`src/rtl/reg_bank_scan_8x16.sv`:
```
// Eight-entry register bank feeding a 16-bit 8:1 mux, with a scan sequencer
// that steps the mux selects through a programmable, wrapping index range.
module reg_bank_scan_8x16 #(
    parameter int unsigned WIDTH = 16
) (
    input  logic             clk,
    input  logic             reset,
    input  logic             we,
    input  logic [2:0]       waddr,
    input  logic [WIDTH-1:0] wdata,
    input  logic             start,
    input  logic [2:0]       first,
    input  logic [2:0]       last,
    input  logic             hold,
    output logic [WIDTH-1:0] o0,
    output logic [WIDTH-1:0] o1,
    output logic [WIDTH-1:0] o2,
    output logic [WIDTH-1:0] o3,
    output logic [WIDTH-1:0] o4,
    output logic [WIDTH-1:0] o5,
    output logic [WIDTH-1:0] o6,
    output logic [WIDTH-1:0] o7,
    output logic             s2,
    output logic             s1,
    output logic             s0,
    output logic             valid,
    output logic             busy,
    output logic             done
);

    localparam logic [1:0] StIdle = 2'd0;
    localparam logic [1:0] StScan = 2'd1;
    localparam logic [1:0] StDone = 2'd2;

    logic [WIDTH-1:0] regs_q [8];
    logic [WIDTH-1:0] regs_d [8];

    logic [1:0] state_q, state_d;
    logic [2:0] sel_q,   sel_d;
    // Only the end index needs retaining: the start index is loaded straight
    // into sel when the scan launches and never consulted again.
    logic [2:0] last_q,  last_d;
    logic       valid_q, valid_d;
    logic       busy_q,  busy_d;
    logic       done_q,  done_d;

    // Register write port; allowed in every state, no write-through.
    always_comb begin
        for (int i = 0; i < 8; i++) begin
            regs_d[i] = regs_q[i];
            if (we && (waddr == 3'(i))) begin
                regs_d[i] = wdata;
            end
        end
    end

    // Scan sequencer next-state: valid/busy/done are decided here and
    // registered so no output is combinational from an input.
    always_comb begin
        state_d = state_q;
        sel_d   = sel_q;
        last_d  = last_q;
        valid_d = 1'b0;
        busy_d  = busy_q;
        done_d  = 1'b0;

        case (state_q)
            StIdle: begin
                busy_d = 1'b0;
                if (start) begin
                    last_d  = last;
                    sel_d   = first;
                    state_d = StScan;
                    valid_d = 1'b1;
                    busy_d  = 1'b1;
                end
            end

            StScan: begin
                busy_d = 1'b1;
                if (hold) begin
                    // Current index already presented; stall without re-presenting it.
                    valid_d = 1'b0;
                end else if (sel_q == last_q) begin
                    state_d = StDone;
                    done_d  = 1'b1;
                end else begin
                    sel_d   = sel_q + 3'd1;
                    valid_d = 1'b1;
                end
            end

            StDone: begin
                // start is deliberately ignored here, which guarantees one
                // idle cycle between back-to-back scans.
                state_d = StIdle;
                busy_d  = 1'b0;
            end

            default: begin
                state_d = StIdle;
                busy_d  = 1'b0;
            end
        endcase
    end

    // State and register bank; synchronous reset overrides writes and start.
    always_ff @(posedge clk) begin
        if (reset) begin
            for (int i = 0; i < 8; i++) begin
                regs_q[i] <= '0;
            end
            state_q <= StIdle;
            sel_q   <= 3'd0;
            last_q  <= 3'd0;
            valid_q <= 1'b0;
            busy_q  <= 1'b0;
            done_q  <= 1'b0;
        end else begin
            for (int i = 0; i < 8; i++) begin
                regs_q[i] <= regs_d[i];
            end
            state_q <= state_d;
            sel_q   <= sel_d;
            last_q  <= last_d;
            valid_q <= valid_d;
            busy_q  <= busy_d;
            done_q  <= done_d;
        end
    end

    assign o0 = regs_q[0];
    assign o1 = regs_q[1];
    assign o2 = regs_q[2];
    assign o3 = regs_q[3];
    assign o4 = regs_q[4];
    assign o5 = regs_q[5];
    assign o6 = regs_q[6];
    assign o7 = regs_q[7];

    assign {s2, s1, s0} = sel_q;
    assign valid        = valid_q;
    assign busy         = busy_q;
    assign done         = done_q;

endmodule

```
`config.mk`:
```
export PLATFORM = sky130hd
export DESIGN_NAME = reg_bank_scan_8x16
export DESIGN_NICKNAME = d
export VERILOG_FILES = /design/src/rtl/reg_bank_scan_8x16.sv
export SDC_FILE = /design/constraint.sdc
export NUM_CORES = 1
export LEC_CHECK = 0
export CAP_MARGIN = 5
export CORE_MARGIN = 2
export CORE_UTILIZATION = 49
export DETAILED_ROUTE_END_ITERATION = 8
export PLACE_DENSITY = 0.85
export SETUP_SLACK_MARGIN = 0.05
export SLEW_MARGIN = 20
export SYNTH_ARGS = -nofsm -noshare
export SYNTH_HDL_FRONTEND = slang
export SYNTH_SLANG_ARGS = --single-unit
```
`constraint.sdc`:
```
create_clock -name clk -period 3.7 [get_ports clk]
set_input_delay 1.11 -clock clk [delete_from_list [all_inputs] [get_ports clk]]
set_output_delay 1.11 -clock clk [all_outputs]
set_load 0.02 [all_outputs]
```
==> run summary <==
Slew at the pin with the worst max-slew slack = 0.862 ns
Share of layout cells above drive strength 1 = 6.06%
CTS Hold Bufs = 0
Synthesis-to-layout area growth = 45.6%
DR WL/cell = 17.0 um
Crit. End Element = primary output
Peak VDD IR = 0.310 mV
ANT nets after route = 0
Post-route insts no fill = 925
First-pass GRT wire length = 24500 um
Relative slew slack = 42.5%
Via count = 4950
Largest delay share family, worst path = buffers and inverters
Yosys reg bits = 139
Crit Path Max Fanout = 5
Place WS = 0.749 ns
CP cell instances = clkdlybuf4s50_1
Final nets = 810
WP buf/inv = 1
Die W = 105 um
Fin Setup TNS = 0 ns
Fmax = 369 MHz
GP Congestion = 0.836
Max-cap viol count = 0
Final hold vios = 0
Top Ports = 164
Post-CTS Repair Setup Buffers = 0
Critical Path RT = 2.59 ns
Setup violations, final = 0
Register area = 2780 um^2
Total Power = 3.67 mW
Synth top area share = 55.7%
Max Slew Vio Count = 0
Status = finished, final reports clean
Cell area after synthesis = 5000 um^2
Synth cell types = 29
Gate Count Post-Synth = 638
PnR worst setup slack = 0.993 ns
Htree depth = 4
Yosys top cell by area = dfxtp_1
Fin crit share = 73.2%
Drt drc = 0
GRT Overall Usage = 28.2%
Total grt overflow = 0
CTS root buf = clkbuf_8
DRT Wirelength = 15700 um
CTS tree = yes
Most frequent cells in the layout = nand2_1, clkdlybuf4s50_1, dfxtp_1
Clock Skew = 0.00500 ns
Power per standard cell area = 505 nW/um^2
Seq/Total Area, Yosys = 55.7%
Die area = 11000 um^2
Number of CTS-inserted buffers = 17
# rows = 36
Mapped Nets = 669
Initial antenna violation count = 0
RSZ-0062 raised after global routing = no
Slowest stage delay, CP = 0.65 ns
Port Buffer Count = 163
TritonCTS Sinks = 139
Max Buffers Root-to-Sink = 2
Commonest non-fill, non-tap cell in the layout = nand2_1
Leakage = 2.48 nW
Area of the multi-input gates = 1980 um^2
Post-DP HPWL = 10500 um
Vias per cell = 5.35
Arr. time, crit path = 1.60 ns
Post-CTS resize count = 0
Hold Slack = 0.453 ns
Reg clk slew, reported paths = 0.06 ns
Avg Inst Size Synth = 7.83 um^2
Setup crit start kind = register
Worst-Skew Late Latency = 0.52 ns
Vias in the first global route = 4804
Diodes inserted = 0
Slowest cell on the critical path = clkdlybuf4s50_1
Initial Util = 50.9%
Number of fill cells in the layout = 733
Top cells by area, synth = dfxtp_1, nand2_1, a21oi_1
Synth Warn # = 0
CP Class = register to primary output
CORE AREA = 9820 um^2
Largest net degree at the start of global routing = 84
DRT iter0 DRCs = 233
DRT Pass-1 Iters = 5
Hold crit path type = register to register
Die height = 105 um
# placed instances = 893
Crit path time final = 2.71 ns
## cell type report
class	instances	share of cell area [%]
multi-input cells	446	27.2
clock inverters	13	2.63
clock buffers	19	5.93
inverters	3	0.155
well taps	133	2.29
flip-flops and latches	139	38.3
repair buffers	172	23.5
## cell usage after synthesis (all sizes together)
master / number
a2bb2oi: 1
a21oi: 132
o32ai: 2
ha: 1
o21ai: 4
inv: 3
o221a: 1
o31a: 1
mux2: 1
dfxtp: 139
nor3b: 1
o211a: 1
nand3: 5
xnor2: 3
nor4: 2
nor2: 11
nor2b: 3
buf: 21
nand2: 265
o22a: 1
or3: 1
clkbuf: 29
nor3: 3
a211oi: 1
nand2b: 5
nand4: 1
## metrics by stage
stage / cell area (um^2) / util, %
global route: 7270 / 74.1
detailed placement: 6650 / 67.7
finish: 7270 / 74.1
floorplan: 5000 / -
CTS: 7270 / 74.1
global placement: 6650 / 67.7
## sequential cells by signal (all words and copies together), names as in the netlist
signal   flops
busy         1
valid        1
last_q       3
regs_q     128
state_q      2
sel_q        3
done         1
## routing by layer
| metal | track usage, % | wire length (um) |
|---|---|---|
| met5 | 0 | 0 |
| met3 | 8.55 | 1200 |
| met1 | 32.1 | 6110 |
| met2 | 49.0 | 7980 |
| met4 | 11.4 | 420 |
## worst min-delay path, delay by kind of cell, from the launching register on
kind / cells / cell delay, ns
DFF: 1 / 0.30
and+or+nand+nor: 1 / 0.05
AOI/OAI and AO/OA: 1 / 0.05
## final timing paths
| kind | slack, ns | depth (start not counted) | from | endpoint |
|---|---|---|---|---|
| setup / recovery | 0.99 | 1 | sel_q[0] | s0 |
| hold / removal | 0.45 | 2 | regs_q[0][16] | regs_q[0][16] |
| setup reg to reg | 1.86 | 4 | state_q[1] | sel_q[0] |
| hold reg to reg | 0.45 | 2 | regs_q[0][16] | regs_q[0][16] |
## kinds of logic after synthesis
kind of cell	Yosys count	share of synthesized area, %
AND/OR/NAND/NOR	297	23.4
adder cells (fa/ha/maj)	1	0.250
multiplexers	1	0.225
XOR/XNOR	3	0.526
buffers and inverters	53	4.63
AO/OA/AOI/OAI	144	15.3
flip-flops	139	55.7
## power breakdown
| part | internal (mW) | leakage (nW) | switching [mW] |
|---|---|---|---|
| logic | 0.135 | 1.06 | 0.195 |
| clock network | 1.12 | 0.295 | 0.657 |
| registers | 1.54 | 1.13 | 0.0283 |
Power figures use the tool's default switching activity.
